$ cat src/rtl/axis_fir_decimate_pkg.sv
`default_nettype none
// ============================================================================
// Module   : axis_fir_decimate_pkg
// Purpose  : Shared constants and narrowing helper for axis_fir_decimate.
//            sat_narrow is used only when AXIS_FIR_DECIMATE_SAT_EN is defined.
// Revision : 1.0
// ============================================================================
package axis_fir_decimate_pkg;

  localparam int unsigned FIFO_DEPTH = 2;

  // Full-scale extremes; sat_narrow shifts them down to the requested width.
  localparam logic signed [63:0] OUT_MAX = 64'sh7FFF_FFFF_FFFF_FFFF;
  localparam logic signed [63:0] OUT_MIN = 64'sh8000_0000_0000_0000;

  function automatic logic [63:0] sat_narrow(input logic signed [63:0] x,
                                             input int unsigned out_w);
    logic signed [63:0] hi;
    logic signed [63:0] lo;
    hi = OUT_MAX >>> (64 - out_w);
    lo = OUT_MIN >>> (64 - out_w);
    if (x > hi) begin
      sat_narrow = hi;
    end else if (x < lo) begin
      sat_narrow = lo;
    end else begin
      sat_narrow = x;
    end
  endfunction

endpackage
`default_nettype wire

$ cat src/rtl/axis_fir_decimate_fifo2.sv
`default_nettype none
// ============================================================================
// Module   : axis_fir_decimate_fifo2
// Purpose  : Two-entry register FIFO; a push while full is accepted only when
//            a pop happens in the same cycle.
// Revision : 1.0
// ============================================================================
module axis_fir_decimate_fifo2
  import axis_fir_decimate_pkg::*;
#(
  parameter int WIDTH = 16
) (
  input  logic             clk,
  input  logic             rst_n,
  input  logic             i_push,
  input  logic             i_pop,
  input  logic [WIDTH-1:0] i_data,
  output logic [WIDTH-1:0] o_data,
  output logic             o_full,
  output logic             o_empty
);

  localparam int CNT_W = $clog2(FIFO_DEPTH + 1);

  logic [WIDTH-1:0] head_q, head_d;
  logic [WIDTH-1:0] tail_q, tail_d;
  logic [CNT_W-1:0] count_q, count_d;
  logic             w_push;
  logic             w_pop;

  assign o_full  = (count_q == CNT_W'(FIFO_DEPTH));
  assign o_empty = (count_q == '0);
  assign o_data  = head_q;

  assign w_pop  = i_pop & ~o_empty;
  assign w_push = i_push & (~o_full | w_pop);

  always_comb begin
    head_d  = head_q;
    tail_d  = tail_q;
    count_d = count_q;
    case ({w_push, w_pop})
      2'b10: begin
        if (o_empty) head_d = i_data;
        else         tail_d = i_data;
        count_d = count_q + CNT_W'(1);
      end
      2'b01: begin
        head_d  = tail_q;
        count_d = count_q - CNT_W'(1);
      end
      2'b11: begin
        // Occupancy is unchanged; with one entry the new data lands at the head.
        if (count_q == CNT_W'(1)) begin
          head_d = i_data;
        end else begin
          head_d = tail_q;
          tail_d = i_data;
        end
      end
      default: ;
    endcase
  end

  always_ff @(posedge clk or negedge rst_n) begin
    if (!rst_n) begin
      head_q  <= '0;
      tail_q  <= '0;
      count_q <= '0;
    end else begin
      head_q  <= head_d;
      tail_q  <= tail_d;
      count_q <= count_d;
    end
  end

endmodule
`default_nettype wire

$ cat src/rtl/axis_fir_decimate.sv
`default_nettype none
// ============================================================================
// Module   : axis_fir_decimate
// Purpose  : Keeps every DECIM-th valid FIR sample, scales/narrows it and
//            queues it on an AXI-stream master. Optional AXIS_FIR_DECIMATE_SAT_EN
//            selects saturating narrowing (default: wrap).
// Revision : 1.0
// ============================================================================
module axis_fir_decimate
  import axis_fir_decimate_pkg::*;
#(
  parameter int SAXIS_TDATA_WIDTH = 32,
  parameter int MAXIS_TDATA_WIDTH = 16,
  parameter int DECIM             = 64,
  parameter int DECIM_L           = 6,
  parameter int SHIFT             = 0
) (
  input  logic                         a_clk,
  input  logic                         a_resetn,
  input  logic                         next_dv,
  input  logic [SAXIS_TDATA_WIDTH-1:0] S_AXIS_tdata,
  input  logic                         S_AXIS_tvalid,
  output logic [MAXIS_TDATA_WIDTH-1:0] M_AXIS_tdata,
  output logic                         M_AXIS_tvalid,
  input  logic                         M_AXIS_tready,
  output logic [DECIM_L-1:0]           decim_phase,
  output logic [15:0]                  overflow_count
);

  logic                                next_dv_q, next_dv_d;
  logic [DECIM_L-1:0]                  phase_q, phase_d;
  logic [MAXIS_TDATA_WIDTH-1:0]        data1_q, data1_d;
  logic                                v1_q, v1_d;
  logic [15:0]                         ovf_q, ovf_d;

  logic                                w_strobe;
  logic                                w_pop;
  logic                                w_full;
  logic                                w_empty;
  logic                                w_drop;
  logic signed [SAXIS_TDATA_WIDTH-1:0] w_x;
  logic [MAXIS_TDATA_WIDTH-1:0]        w_narrow;

  assign w_strobe = next_dv & ~next_dv_q;
  assign w_x      = $signed(S_AXIS_tdata) >>> SHIFT;

`ifdef AXIS_FIR_DECIMATE_SAT_EN
  assign w_narrow = MAXIS_TDATA_WIDTH'(sat_narrow(64'(w_x), MAXIS_TDATA_WIDTH));
`else
  assign w_narrow = MAXIS_TDATA_WIDTH'(w_x);
`endif

  assign M_AXIS_tvalid  = ~w_empty;
  assign w_pop          = M_AXIS_tvalid & M_AXIS_tready;
  assign w_drop         = v1_q & w_full & ~w_pop;
  assign decim_phase    = phase_q;
  assign overflow_count = ovf_q;

  always_comb begin
    next_dv_d = next_dv;
    phase_d   = phase_q;
    data1_d   = data1_q;
    v1_d      = 1'b0;
    ovf_d     = ovf_q;
    if (w_strobe) begin
      if (S_AXIS_tvalid) begin
        if (phase_q == DECIM_L'(DECIM - 1)) begin
          phase_d = '0;
          data1_d = w_narrow;
          v1_d    = 1'b1;
        end else begin
          phase_d = phase_q + DECIM_L'(1);
        end
      end else begin
        // An invalid strobe means the FIR restarted its sum; realign with it.
        phase_d = '0;
      end
    end
    if (w_drop && (ovf_q != 16'hFFFF)) begin
      ovf_d = ovf_q + 16'd1;
    end
  end

  always_ff @(posedge a_clk or negedge a_resetn) begin
    if (!a_resetn) begin
      next_dv_q <= 1'b0;
      phase_q   <= '0;
      data1_q   <= '0;
      v1_q      <= 1'b0;
      ovf_q     <= '0;
    end else begin
      next_dv_q <= next_dv_d;
      phase_q   <= phase_d;
      data1_q   <= data1_d;
      v1_q      <= v1_d;
      ovf_q     <= ovf_d;
    end
  end

  axis_fir_decimate_fifo2 #(
    .WIDTH (MAXIS_TDATA_WIDTH)
  ) u_fifo (
    .clk     (a_clk),
    .rst_n   (a_resetn),
    .i_push  (v1_q),
    .i_pop   (w_pop),
    .i_data  (data1_q),
    .o_data  (M_AXIS_tdata),
    .o_full  (w_full),
    .o_empty (w_empty)
  );

endmodule
`default_nettype wire

$ cat config.mk
export PLATFORM = sky130hd
export DESIGN_NAME = axis_fir_decimate
export DESIGN_NICKNAME = d
export VERILOG_FILES = /design/src/rtl/axis_fir_decimate_pkg.sv /design/src/rtl/axis_fir_decimate_fifo2.sv /design/src/rtl/axis_fir_decimate.sv
export SDC_FILE = /design/constraint.sdc
export NUM_CORES = 1
export LEC_CHECK = 0
export ABC_CLOCK_PERIOD_IN_PS = 2800
export CAP_MARGIN = 15
export CORE_MARGIN = 5
export CORE_UTILIZATION = 45
export CTS_CLUSTER_SIZE = 20
export DETAILED_ROUTE_END_ITERATION = 6
export PLACE_DENSITY = 0.72
export SYNTH_ARGS = -nofsm -noshare
export SYNTH_HDL_FRONTEND = slang
export SYNTH_HIERARCHICAL = 1
export SYNTH_SLANG_ARGS = --single-unit
$ cat constraint.sdc
create_clock -name a_clk -period 2.8 [get_ports a_clk]
set_clock_uncertainty 0.05 [all_clocks]
set_input_delay 0.56 -clock a_clk [delete_from_list [all_inputs] [get_ports a_clk]]
set_output_delay 0.56 -clock a_clk [all_outputs]
set_load 0.01 [all_outputs]
Yosys cells after proc, flatten, opt, wreduce, memory -nomap -nowiden:

Cells that the tools add are included.

* logic and storage cells: 53
* register bits: 74

* bitwise logic cells: 11
* equal/unequal tests: 10
* reductions and logical operators: 8
* muxes and demuxes: 12
* add/sub/neg operators: 4

Operator list (number)
* 2-to-1 mux 16 bit: 4
* case mux 16 bit (3 select lines): 1
* case mux 16 bit (2 select lines): 1
* adder 16 x 1 -> 16 bit, second input constant: 1
* != test 16 bit, second input constant: 1
* 2-to-1 mux 6 bit: 2
* adder 6 x 1 -> 6 bit, second input constant: 1
* AND 1 bit: 6
* equality test 2 bit, second input constant: 3
* equality test 6 bit, second input constant: 1
* AND reduction 3 bit: 2
* equality test 2 x 1 -> 1 bit, second input constant: 2
* != test 2 bit, second input constant: 2
* NOT 1 bit: 4
* case mux 2 bit (2 select lines): 1
* nonzero test 2 bit: 2
* 2-to-1 mux 1 bit: 3
* nonzero test 3 bit: 1
* adder 2 x 1 -> 2 bit, second input constant: 1
* logical NOT 2 bit: 1
* != test 2 x 1 -> 1 bit, second input constant: 1
* AND reduction 2 bit: 1
* subtractor 2 x 1 -> 2 bit, second input constant: 1
* logical AND 1 bit: 1
* bitwise OR 1 bit: 1

Depth between registers and ports, before layout:

* word-level depth: 9
* mapped depth: 9
* mapped depth without buffers: 6

Cells and area by module:

The synthesis kept the hierarchy.

Modules (own cells, without submodules)
* axis_fir_decimate: area an instance 1840.5 sq um, cells an instance 143, instances 1
* axis_fir_decimate_fifo2: area an instance 1680.4 sq um, cells an instance 148, instances 1

Worst setup path before layout:

No wires, ideal clock.

* kind: register -> register
* start: register u_fifo.count_q[1]
* end: register u_fifo.tail_q[10]
* cell stages (with the launch flop): 8
* clock period less this slack: 1.962 ns
* data arrival time: 1.785 ns
* slack: 0.838 ns
* data required time: 2.622 ns
* cells stage by stage: dfrtp_1 > inv_1 > ha_1 > nor2b_1 > mux2i_1 > nand3b_2 > buf_2 > mux2_1

* longest elaborated chain between the ends: 9

RTL lines
* from (decl): RTL line axis_fir_decimate_fifo2.sv:27 `logic [CNT_W-1:0] count_q, count_d;`
* from (signal assigned): RTL line axis_fir_decimate_fifo2.sv:73 `count_q <= count_d;`
* logical NOT 2 bit *: RTL line axis_fir_decimate_fifo2.sv:32 `assign o_empty = (count_q == '0);`
* net w_empty: RTL line axis_fir_decimate.sv:39 `logic w_empty;`
* NOT 1 bit *: RTL line axis_fir_decimate.sv:53 `assign M_AXIS_tvalid = ~w_empty;`
* AND 1 bit *: RTL line axis_fir_decimate.sv:54 `assign w_pop = M_AXIS_tvalid & M_AXIS_tready;`
* net w_pop: RTL line axis_fir_decimate.sv:37 `logic w_pop;`
* AND 1 bit *: RTL line axis_fir_decimate_fifo2.sv:35 `assign w_pop = i_pop & ~o_empty;`
* bitwise OR 1 bit: RTL line axis_fir_decimate_fifo2.sv:36 `assign w_push = i_push & (~o_full | w_pop);`
* AND 1 bit: RTL line axis_fir_decimate_fifo2.sv:36
* equality test 2 bit: RTL line axis_fir_decimate_fifo2.sv:42 `case ({w_push, w_pop})`
* != test 2 bit (no source line) or nonzero test 2 bit (tied branches)
* AND reduction 3 bit (no source line)
* to (signal assigned): RTL line axis_fir_decimate_fifo2.sv:72 `tail_q <= tail_d;`
* to (decl): RTL line axis_fir_decimate_fifo2.sv:26 `logic [WIDTH-1:0] tail_q, tail_d;`

Mark *: on every way through the listed nets, which the timed path passes. The rest lies on a longest branch.
A chain may end at the register's enable or synchronous reset.

Worst setup path in the final report:

* start: register u_fifo.count_q[1]
* end: output M_AXIS_tvalid

* longest elaborated chain between the ends: 2

RTL lines
* logical NOT 2 bit: RTL line axis_fir_decimate_fifo2.sv:32
* net w_empty: RTL line axis_fir_decimate.sv:39
* NOT 1 bit: RTL line axis_fir_decimate.sv:53
* to (decl): RTL line axis_fir_decimate.sv:24 `output logic M_AXIS_tvalid,`

The timed path passes the listed nets, and every way through them passes these cells.

==> flow_summary.json <==
{
  "synthCells": 291,
  "num_vias": 2471,
  "cts_resized": 0,
  "viasPerCell": 5.41,
  "finalNetCount": 393,
  "grt_pass1_wl_mm": 11.9,
  "syn_nets": 333,
  "outcome": "finished clean",
  "critPathArrivalTime_ps": 1720,
  "clkPwrFrac_pct": 25.2,
  "diodes": 0,
  "wl_mm": 7.15,
  "holdBufCountCts": 0,
  "fin_area_mm2": 0.00436,
  "clock-sinks": 74,
  "gr-total-overflow": 0,
  "whs_ps": 293,
  "synthFlopType": "dfrtp_1",
  "hold_violations": 0,
  "area_growth_pct": 23.9,
  "core_mm2": 0.00769,
  "grt_antenna_before_repair": 0,
  "grt_max_degree": 75,
  "hpwl_mm": 4.74,
  "clk_latency_ps": 340,
  "numCtsBuffers": 9,
  "gr-usage-met1_pct": 18.3,
  "cts_tree": "done",
  "drive_above_1_share_pct": 18.3,
  "grtUsageTotal_pct": 15.2,
  "busiest_layer": "met2",
  "min_period_ps": 2330,
  "cts_buffer_depth": 2,
  "vdd_drop_max_mv": 0.335,
  "r2r_cells": 6,
  "ys_warn_count": 6,
  "ys_seq_area_share_pct": 52.6,
  "syn_area_mm2": 0.00352,
  "synth_edf_count": 0,
  "worstMarginPinSlew_ps": 914,
  "min_period_over_period_pct": 83.2,
  "synth-seq-cells": 74,
  "cts_setup_buffers": 0,
  "die_x_um": 98.5,
  "grtUsageMet3_pct": 5.10,
  "place_area_mm2": 0.00418,
  "hold_path.class": "input port to async pin",
  "maxSlewHeadroom_pct": 39.1,
  "die_y_um": 98.5,
  "ant_nets": 0,
  "cp-startpoint": "u_fifo/count_q[1]",
  "start_kind": "register",
  "htree_levels": 3,
  "drc": 0,
  "setup_tns_ps": 0,
  "gp_congestion": 0.764,
  "leakage_nw": 2.02,
  "final_max_slew_viol_count": 0,
  "cp_max_fo": 6,
  "switching_share_pct": 30.3,
  "max_cap_violations": 0,
  "first_iter_violations": 115,
  "setup_viol": 0,
  "met2_usage_pct": 25.6,
  "synthDistinctLibCells": 40,
  "r2r_end": "u_fifo/o_data[9]",
  "fp.dieArea_mm2": 0.00969,
  "internal_power_mw": 2.15,
  "power_frac_seq_pct": 43.1,
  "wl_per_cell_um": 15.6,
  "rsz0062_at_grt": "no",
  "firstDrtPassIters": 4,
  "end_kind": "primary output",
  "portBuffers": 59,
  "crit_required_ps": 2190,
  "nFillCells": 689,
  "power_density_mw_per_mm2": 706,
  "switchingPower_mw": 0.933,
  "maxClockFrequency_mhz": 429,
  "r2r_setup_slack_ps": 580,
  "grt_pass1_vias": 2540,
  "worstSetupPathType": "register to primary output",
  "cts.root.buffer_cell": "clkbuf_8",
  "async_reset_ff_share_pct": 100,
  "initial_core_util_pct": 45.8,
  "p_comb_share_pct": 31.8,
  "reg2reg_from": "u_fifo/count_q[1]",
  "clk_pin_slew_ps": 70,
  "syn_area_per_cell_um2": 12.1,
  "fp-row-count": 32,
  "io_pins": 76
}
## cell type report
class	count	area, µm²	share of cell area (%)
flip-flops and latches	74	1850	42.5
well taps	102	128	2.93
repair buffers	67	661	15.1
multi-input cells	194	1520	34.9
clock inverters	6	58.8	1.35
inverters	5	18.8	0.430
clock buffers	9	124	2.84
## registers in the layout (all words and copies together), names as in the netlist
signal          flops
u_fifo/tail_q      16
u_fifo/o_data      16
data1_q            16
decim_phase         6
u_fifo/count_q      2
next_dv_q           1
v1_q                1
overflow_count     16
## synthesized netlist by cell type, drive strengths merged (4+ instances only)
cell type | number | area share [%]
a31oi | 17 | 4.8
and3 | 5 | 0.92
buf | 10 | 2.9
clkbuf | 8 | 0.85
dfrtp | 74 | 53
ha | 5 | 1.8
inv | 5 | 0.53
mux2 | 36 | 12
mux2i | 4 | 1.1
nand2 | 9 | 0.96
nand2b | 4 | 0.71
nand3 | 23 | 3.3
nand4 | 5 | 0.89
nor3 | 22 | 3.1
nor4 | 7 | 1.7
o21ai | 19 | 2.7
xor2 | 14 | 3.5
## layer usage
metal / wire (µm) / share of wire [%]
met5: 0 / 0
met4: 74 / 1.0
met3: 368 / 5.1
met2: 3530 / 49
met1: 3180 / 44
## power by group through the flow
stage	clock network (mW)	registers, mW	logic [mW]
final	0.775	1.33	0.978
after global routing	0.845	1.34	1.06
after detailed placement	0	1.35	0.989
after global placement	0	1.35	0.963
after floorplan	0	1.39	0.509
after CTS	0.806	1.33	0.992
## how the worst max path moves through the flow
| stage | to | slack, ps | cells past startpoint |
|---|---|---|---|
| 2_1_floorplan | u_fifo/tail_q[10] | 840 | 7 |
| 3_3_place_gp | u_fifo/o_data[0] | 410 | 5 |
| 3_5_place_dp | u_fifo/o_data[9] | 360 | 5 |
| 4_1_cts | M_AXIS_tvalid | 450 | 4 |
| 5_1_grt | M_AXIS_tvalid | 400 | 4 |
| 6_report | M_AXIS_tvalid | 470 | 4 |
## cells by family after synthesis
| group | share of synthesized area [%] |
|---|---|
| XOR/XNOR | 3.98 |
| adder cells (fa/ha/maj) | 1.78 |
| AO/OA/AOI/OAI | 8.53 |
| multiplexers | 13.6 |
| flip-flops | 52.6 |
| AND/OR/NAND/NOR | 15.2 |
| buffers and inverters | 4.30 |
## worst max-delay path, cell delays in order (launching register included)
cell	delay (ps)
dfrtp_1	400
inv_1	90
ha_1	270
inv_1	90
clkdlybuf4s50_1	530
## layout by cell type (no fill, tap or decap), drive strengths merged, types with 2 or more instances in the layout
cell type / n
clkbuf: 9
a31oi: 17
nand2b: 4
buf: 9
xnor2: 2
mux2: 36
nor4: 7
nand2: 9
nand3: 23
and3: 5
nor2: 3
xor2: 14
nand3b: 3
nand4: 5
mux2i: 4
o21ai: 19
inv: 5
nor2b: 3
a22o: 3
clkdlybuf4s50: 58
clkinv: 5
dfrtp: 74
or2: 2
ha: 5
nor3b: 2
nor3: 22
a21oi: 2
## stage by stage
stage / setup slack, ps / instances / total power [mW] / util, %
2_1_floorplan: 838 / 291 / 1.90 / -
3_3_place_gp: 410 / 442 / 2.31 / 54.4
3_5_place_dp: 364 / 442 / 2.34 / 54.4
4_1_cts: 445 / 457 / 3.13 / 56.7
5_1_grt: 399 / 457 / 3.25 / 56.7
6_report: 470 / 457 / 3.08 / 56.7
Note: power is estimated with default switching activity, not from simulation.
